File: src/rtl/bcd_timer.sv
// bcd_timer: BCD hh:mm:ss timer. Counts down from a loaded preset to zero
// (mode 0) or up from zero to a loaded target (mode 1). Load/start/pause
// control, preset validation, one-cycle done pulse, sticky expired flag and
// optional auto-reload. The packed time word matches the 7-segment driver:
// {h10,h1,4'hF,m10,m1,4'hF,s10,s1}.
//
// Ports:
//   clk       system clock
//   rst_n     synchronous active-low reset
//   load      pulse: capture preset + mode, enter IDLE (rejected if invalid)
//   preset    packed BCD preset/target, separator nibbles ignored
//   mode      0 = count down, 1 = count up (sampled on load only)
//   start     pulse: begin or resume counting
//   pause     pulse: suspend counting
//   time_out  current count, separators forced to 4'hF
//   running   high while in RUN
//   done      one-cycle pulse on completion
//   expired   sticky completion flag (RELOAD=0)
//   load_err  one-cycle pulse when a load is rejected
//
// state    | meaning
// ---------+------------------------------------------------------------
// IDLE     | loaded (or reset), waiting for start
// RUN      | prescaler advancing, count updated on each tick
// PAUSE    | count and prescaler frozen, start resumes
// EXPIRED  | completion reached with RELOAD=0, only a load leaves it

module bcd_timer #(
   parameter int unsigned TICK_DIV = 100000000,
   parameter int unsigned HR_MAX   = 99,
   parameter bit          RELOAD   = 1'b0
) (
   input  logic        clk,
   input  logic        rst_n,
   input  logic        load,
   input  logic [31:0] preset,
   input  logic        mode,
   input  logic        start,
   input  logic        pause,
   output logic [31:0] time_out,
   output logic        running,
   output logic        done,
   output logic        expired,
   output logic        load_err
);

   localparam int unsigned PW = (TICK_DIV > 1) ? $clog2(TICK_DIV) : 1;
   localparam logic [PW-1:0] PRESC_TOP = PW'(TICK_DIV - 1);

   typedef enum logic [1:0] {
      ST_IDLE,
      ST_RUN,
      ST_PAUSE,
      ST_EXPIRED
   } state_t;

   state_t        state, state_nxt;
   // count/target hold six digits {h10,h1,m10,m1,s10,s1}
   logic [23:0]   count, count_nxt;
   logic [23:0]   target, target_nxt;
   logic          mode_lat, mode_lat_nxt;
   // prescaler is a down-counter; TICK_DIV-1 means "no RUN cycles elapsed yet"
   logic [PW-1:0] presc, presc_nxt;
   logic          reload_pend, reload_pend_nxt;
   logic          done_nxt, load_err_nxt;

   logic [23:0]   preset_digits;
   logic [23:0]   count_step;
   logic          preset_ok;
   logic          cur_terminal;
   logic          step_terminal;
   logic          tick;
   logic          unused_sep;

   function automatic logic [23:0] bcd_dec(input logic [23:0] t);
      logic [23:0] r;
      r = t;
      if (t[3:0] != 4'd0) r[3:0] = t[3:0] - 4'd1;
      else begin
         r[3:0] = 4'd9;
         if (t[7:4] != 4'd0) r[7:4] = t[7:4] - 4'd1;
         else begin
            r[7:4] = 4'd5;
            if (t[11:8] != 4'd0) r[11:8] = t[11:8] - 4'd1;
            else begin
               r[11:8] = 4'd9;
               if (t[15:12] != 4'd0) r[15:12] = t[15:12] - 4'd1;
               else begin
                  r[15:12] = 4'd5;
                  if (t[19:16] != 4'd0) r[19:16] = t[19:16] - 4'd1;
                  else begin
                     r[19:16] = 4'd9;
                     r[23:20] = t[23:20] - 4'd1;
                  end
               end
            end
         end
      end
      return r;
   endfunction

   // Hours never pass the target, so h10 needs no wrap.
   function automatic logic [23:0] bcd_inc(input logic [23:0] t);
      logic [23:0] r;
      r = t;
      if (t[3:0] != 4'd9) r[3:0] = t[3:0] + 4'd1;
      else begin
         r[3:0] = 4'd0;
         if (t[7:4] != 4'd5) r[7:4] = t[7:4] + 4'd1;
         else begin
            r[7:4] = 4'd0;
            if (t[11:8] != 4'd9) r[11:8] = t[11:8] + 4'd1;
            else begin
               r[11:8] = 4'd0;
               if (t[15:12] != 4'd5) r[15:12] = t[15:12] + 4'd1;
               else begin
                  r[15:12] = 4'd0;
                  if (t[19:16] != 4'd9) r[19:16] = t[19:16] + 4'd1;
                  else begin
                     r[19:16] = 4'd0;
                     r[23:20] = t[23:20] + 4'd1;
                  end
               end
            end
         end
      end
      return r;
   endfunction

   function automatic logic preset_valid(input logic [31:0] p);
      int unsigned hrs;
      logic        ok;
      hrs = 32'(p[31:28]) * 32'd10 + 32'(p[27:24]);
      ok  = (p[31:28] <= 4'd9) && (p[27:24] <= 4'd9) &&
            (p[19:16] <= 4'd5) && (p[15:12] <= 4'd9) &&
            (p[7:4]   <= 4'd5) && (p[3:0]   <= 4'd9) &&
            (hrs <= HR_MAX);
      return ok;
   endfunction

   assign unused_sep    = ^{preset[23:20], preset[11:8]};
   assign preset_digits = {preset[31:24], preset[19:12], preset[7:0]};
   assign preset_ok     = preset_valid(preset);

   assign tick          = (state == ST_RUN) && (presc == '0);
   assign count_step    = mode_lat ? bcd_inc(count) : bcd_dec(count);
   assign cur_terminal  = mode_lat ? (count == target) : (count == 24'd0);
   assign step_terminal = mode_lat ? (count_step == target) : (count_step == 24'd0);

   always_comb begin
      state_nxt       = state;
      count_nxt       = count;
      target_nxt      = target;
      mode_lat_nxt    = mode_lat;
      presc_nxt       = presc;
      reload_pend_nxt = reload_pend;
      done_nxt        = 1'b0;
      load_err_nxt    = 1'b0;

      // Counting happens first; control below may override it.
      if (state == ST_RUN) begin
         if (tick) begin
            presc_nxt = PRESC_TOP;
            if (reload_pend) begin
               // terminal value has been shown for a full second, restart
               count_nxt       = mode_lat ? 24'd0 : target;
               reload_pend_nxt = 1'b0;
            end else begin
               count_nxt = count_step;
               if (step_terminal) begin
                  done_nxt = 1'b1;
                  if (RELOAD) reload_pend_nxt = 1'b1;
                  else        state_nxt       = ST_EXPIRED;
               end
            end
         end else begin
            presc_nxt = presc - 1'b1;
         end
      end

      if (load) begin
         // A rejected load only flags the error; counting carries on.
         if (preset_ok) begin
            target_nxt      = preset_digits;
            count_nxt       = mode ? 24'd0 : preset_digits;
            mode_lat_nxt    = mode;
            presc_nxt       = PRESC_TOP;
            reload_pend_nxt = 1'b0;
            done_nxt        = 1'b0;
            state_nxt       = ST_IDLE;
         end else begin
            load_err_nxt = 1'b1;
         end
      end else if (pause && state == ST_RUN) begin
         // a completing tick on the same edge still wins into EXPIRED
         if (state_nxt == ST_RUN) state_nxt = ST_PAUSE;
      end else if (start) begin
         if (state == ST_IDLE && !cur_terminal) begin
            state_nxt = ST_RUN;
            presc_nxt = PRESC_TOP;
         end else if (state == ST_PAUSE && (!cur_terminal || reload_pend)) begin
            // paused while showing the terminal value before a reload
            state_nxt = ST_RUN;
         end
      end
   end

   always_ff @(posedge clk) begin
      if (!rst_n) begin
         state       <= ST_IDLE;
         count       <= 24'd0;
         target      <= 24'd0;
         mode_lat    <= 1'b0;
         presc       <= PRESC_TOP;
         reload_pend <= 1'b0;
         running     <= 1'b0;
         done        <= 1'b0;
         expired     <= 1'b0;
         load_err    <= 1'b0;
      end else begin
         state       <= state_nxt;
         count       <= count_nxt;
         target      <= target_nxt;
         mode_lat    <= mode_lat_nxt;
         presc       <= presc_nxt;
         reload_pend <= reload_pend_nxt;
         running     <= (state_nxt == ST_RUN);
         done        <= done_nxt;
         expired     <= (state_nxt == ST_EXPIRED);
         load_err    <= load_err_nxt;
      end
   end

   assign time_out = {count[23:16], 4'hF, count[15:8], 4'hF, count[7:0]};

endmodule

File: config.mk
export PLATFORM = sky130hd
export DESIGN_NAME = bcd_timer
export DESIGN_NICKNAME = d
export VERILOG_FILES = /design/src/rtl/bcd_timer.sv
export SDC_FILE = /design/constraint.sdc
export NUM_CORES = 1
export LEC_CHECK = 0
export BUFFER_PORTS_ARGS = -buffer_cell sky130_fd_sc_hd__buf_4
export CAP_MARGIN = 20
export CORE_MARGIN = 3
export CORE_UTILIZATION = 41
export DETAILED_ROUTE_END_ITERATION = 12
export SLEW_MARGIN = 5
export SYNTH_ARGS = -nofsm -noshare
export SYNTH_HDL_FRONTEND = slang
export SYNTH_SLANG_ARGS = --single-unit
File: constraint.sdc
create_clock -name clk -period 10.8 [get_ports clk]
set_clock_uncertainty 0.05 [all_clocks]
set_input_delay 2.16 -clock clk [delete_from_list [all_inputs] [get_ports clk]]
set_output_delay 2.16 -clock clk [all_outputs]
set_load 0.03 [all_outputs]
==> flow_metrics.env <==
export IMPL_status="finished, final reports clean"
export IMPL_die_x_um=134.3
export IMPL_post_place_cells=1108
export IMPL_worstPathMaxFanout=65
export IMPL_synthesis_instances=893
export IMPL_drv_slew=0
export IMPL_ctsHoldBuffers=0
export IMPL_antenna_cells=0
export IMPL_post_route_drc_count=0
export IMPL_cts_tree="yes"
export IMPL_powerDensity_nw_per_um2=94.58
export IMPL_required_ns=10.98
export IMPL_ys_seq_elements=83
export IMPL_vias=6710
export IMPL_setup_ws_ns=4.518
export IMPL_fin_util_pct=47.14
export IMPL_post_cts_buffers=0
export IMPL_avgRoutedWirePerCell_um=19.08
export IMPL_htree_levels=3
export IMPL_grt_pass1_vias=6228
export IMPL_synth_edf_count=0
export IMPL_gp_congestion=0.9894
export IMPL_synthDominantCellAreaShare_pct=24.62
export IMPL_postSynthAreaPerCell_um2=7.559
export IMPL_synth_top_area_cell="dfxtp_1"
export IMPL_leakage_nw=2.956
export IMPL_maxCapViolations=0
export IMPL_fillers=1702
export IMPL_setup_viol=0
export IMPL_track_usage_pct=23.95
export IMPL_drt_pass1_iterations=5
export IMPL_final_cells=1124
export IMPL_grt_overflow=0
export IMPL_seq_area_frac_synth_pct=24.62
export IMPL_slew_headroom_pct=42.11
export IMPL_synthesis_area_um2=6750
export IMPL_place_area_um2=7231
export IMPL_rsz0062_at_grt="no"
export IMPL_worstHoldPathType="reg2reg"
export IMPL_antenna_found_initial=0
export IMPL_drive_above_1_share_pct=12.67
export IMPL_insertion_delay_ns=0.35
export IMPL_post_cts_resized=0
export IMPL_nets=957
export IMPL_dieArea_um2=18040
export IMPL_drtAntennaViolNets=0
export IMPL_worstSetupEndpointType="flop"
export IMPL_initial_core_util_pct=42.19
export IMPL_pre_cts_ws_ns=4.159
export IMPL_grt_max_degree=66
export IMPL_syn_to_final_growth_pct=11.73
export IMPL_ys_top_cells_by_area="dfxtp_1 25%, xnor2_1 6.2%, nor2_1 5.6%"
export IMPL_fin_crit_ns=6.282
export IMPL_async_flop_share_pct=0
export IMPL_viasPerCell=5.970
export IMPL_synth_distinct_cells=86
export IMPL_arrival_ns=6.46
export IMPL_boundaryPins=74
export IMPL_final_cell_area_um2=7542
export IMPL_worstSetupStartpointType="primary input"
export IMPL_drtIter0Drc=655
export IMPL_cts_clk_slew_worst_paths_ns=0.07
export IMPL_ir_worst_vdd_mv=0.08303
export IMPL_fin_total_pwr_mw=0.7133
export IMPL_worstSetupPathType="in2reg"
export IMPL_yosysWarnings=0
export IMPL_fin_crit_sh_pct=58.17
export IMPL_grt_pass1_wl_mm=34.60
export IMPL_clk_path_buf_depth=2
export IMPL_fin_tns_setup_ns=0
export IMPL_synthFlopType="dfxtp_1"
export IMPL_cts_made_buffers=9
export IMPL_worst_pin_slew_ns=0.8604
export IMPL_whs_ns=0.4448
export IMPL_reg2reg_slack_ns=6.09
export IMPL_io_buffers=57
export IMPL_cts_root_buf="clkbuf_16"
export IMPL_coreArea_um2=16000
export IMPL_routed_wl_mm=21.44
export IMPL_fmax_mhz=159.2
export IMPL_clkSinkCount=83
export IMPL_hold_viol_final=0
export IMPL_die_h_um=134.3
export IMPL_rows=46
export IMPL_dp_hpwl_mm=15.58
-- flip-flops by register name (all words and copies together) (netlist names), 2 cells and up --
name    count
presc      27
count      24
target     24
state       2
-- kinds of logic after synthesis --
kind of cell               count (synthesis)  synth area share, %
DFF                                       83                24.62
buffers and inverters                    103                6.487
other                                      1              0.05555
adders and majority gates                 16                3.188
AOI/OAI and AO/OA                        208                20.26
xor gates and xnor gates                  73                9.472
and+or+nand+nor                          385                32.12
muxes                                     24                3.800
-- cell usage after synthesis (all sizes together) (6+ instances only) --
cell type,count
nor2,100
dfxtp,83
nand2,62
a21oi,59
clkbuf,53
xnor2,48
o21ai,37
nor3,30
inv,27
nor4,27
xor2,25
nand3,24
buf,22
a31oi,20
mux2i,20
o211ai,19
nand4b,16
nor3b,15
or4,15
ha,14
nand4,14
and2,13
a211oi,12
and3,12
nor2b,9
nor4b,9
o31ai,7
or2,7
a22oi,6
or3,6
-- per-layer routing --
| layer | global-route usage [%] | part of all wire [%] |
|---|---|---|
| met1 | 34.91 | 48 |
| met2 | 35.81 | 43 |
| met3 | 3.788 | 6.5 |
| met4 | 8.371 | 2.8 |
| met5 | 0 | 0 |
-- layout make-up --
type / count / area [um2] / area share (%)
clock buffer: 10 / 239.0 / 3.169
clock inverter: 6 / 72.57 / 0.9622
inverter: 28 / 105.1 / 1.394
multi-input combinational: 714 / 4691 / 62.19
sequential: 83 / 1662 / 22.03
tap: 216 / 270.3 / 3.583
timing repair buffer: 67 / 503.0 / 6.669
-- placed cells by master, fill, tap and decap left out, types with 4 or more instances in the layout --
master	n
a211oi_1	10
a21oi_1	59
a22oi_1	6
a311oi_1	4
a31oi_1	20
a32o_1	4
and2_1	12
and3_1	12
buf_4	67
clkbuf_16	9
conb_1	8
dfxtp_1	83
ha_1	14
inv_1	27
mux2i_1	20
nand2_1	61
nand3_1	24
nand3b_1	4
nand4_1	14
nand4b_1	16
nor2_1	100
nor2b_1	9
nor3_1	29
nor3b_1	15
nor4_1	23
nor4b_1	8
o211ai_1	19
o21a_1	4
o21ai_0	36
o31ai_1	7
or2_2	7
or3_1	6
or4_1	12
xnor2_1	48
xor2_1	25
-- worst max-delay path, stage by stage --
cell and delay, ns:
buf_4 0.13, ha_1 0.28, ha_1 0.23, fa_1 0.38, xnor2_1 0.26, o21ai_0 0.13
o31ai_1 0.25, a21oi_1 0.11, o221ai_1 0.30, clkinv_1 0.37, nand2_2 0.15, buf_4 0.61
nand2_1 0.39, a211oi_2 0.28, buf_4 0.30, o211ai_1 0.13
-- power breakdown --
group	leakage, nW	total (mW)	internal, mW	switching [mW]
clock network	0.155	0.331	0.189	0.142
logic	2.13	0.0724	0.0285	0.0440
registers	0.670	0.310	0.308	0.00247
-- final timing paths --
check | startpoint | to | cells after the start
setup / recovery | preset[29] | presc[1] | 16
setup reg to reg | count[0] | expired | 10
hold / removal | presc[18] | presc[18] | 2
hold reg to reg | presc[18] | presc[18] | 2
Power figures use the tool's default switching activity.
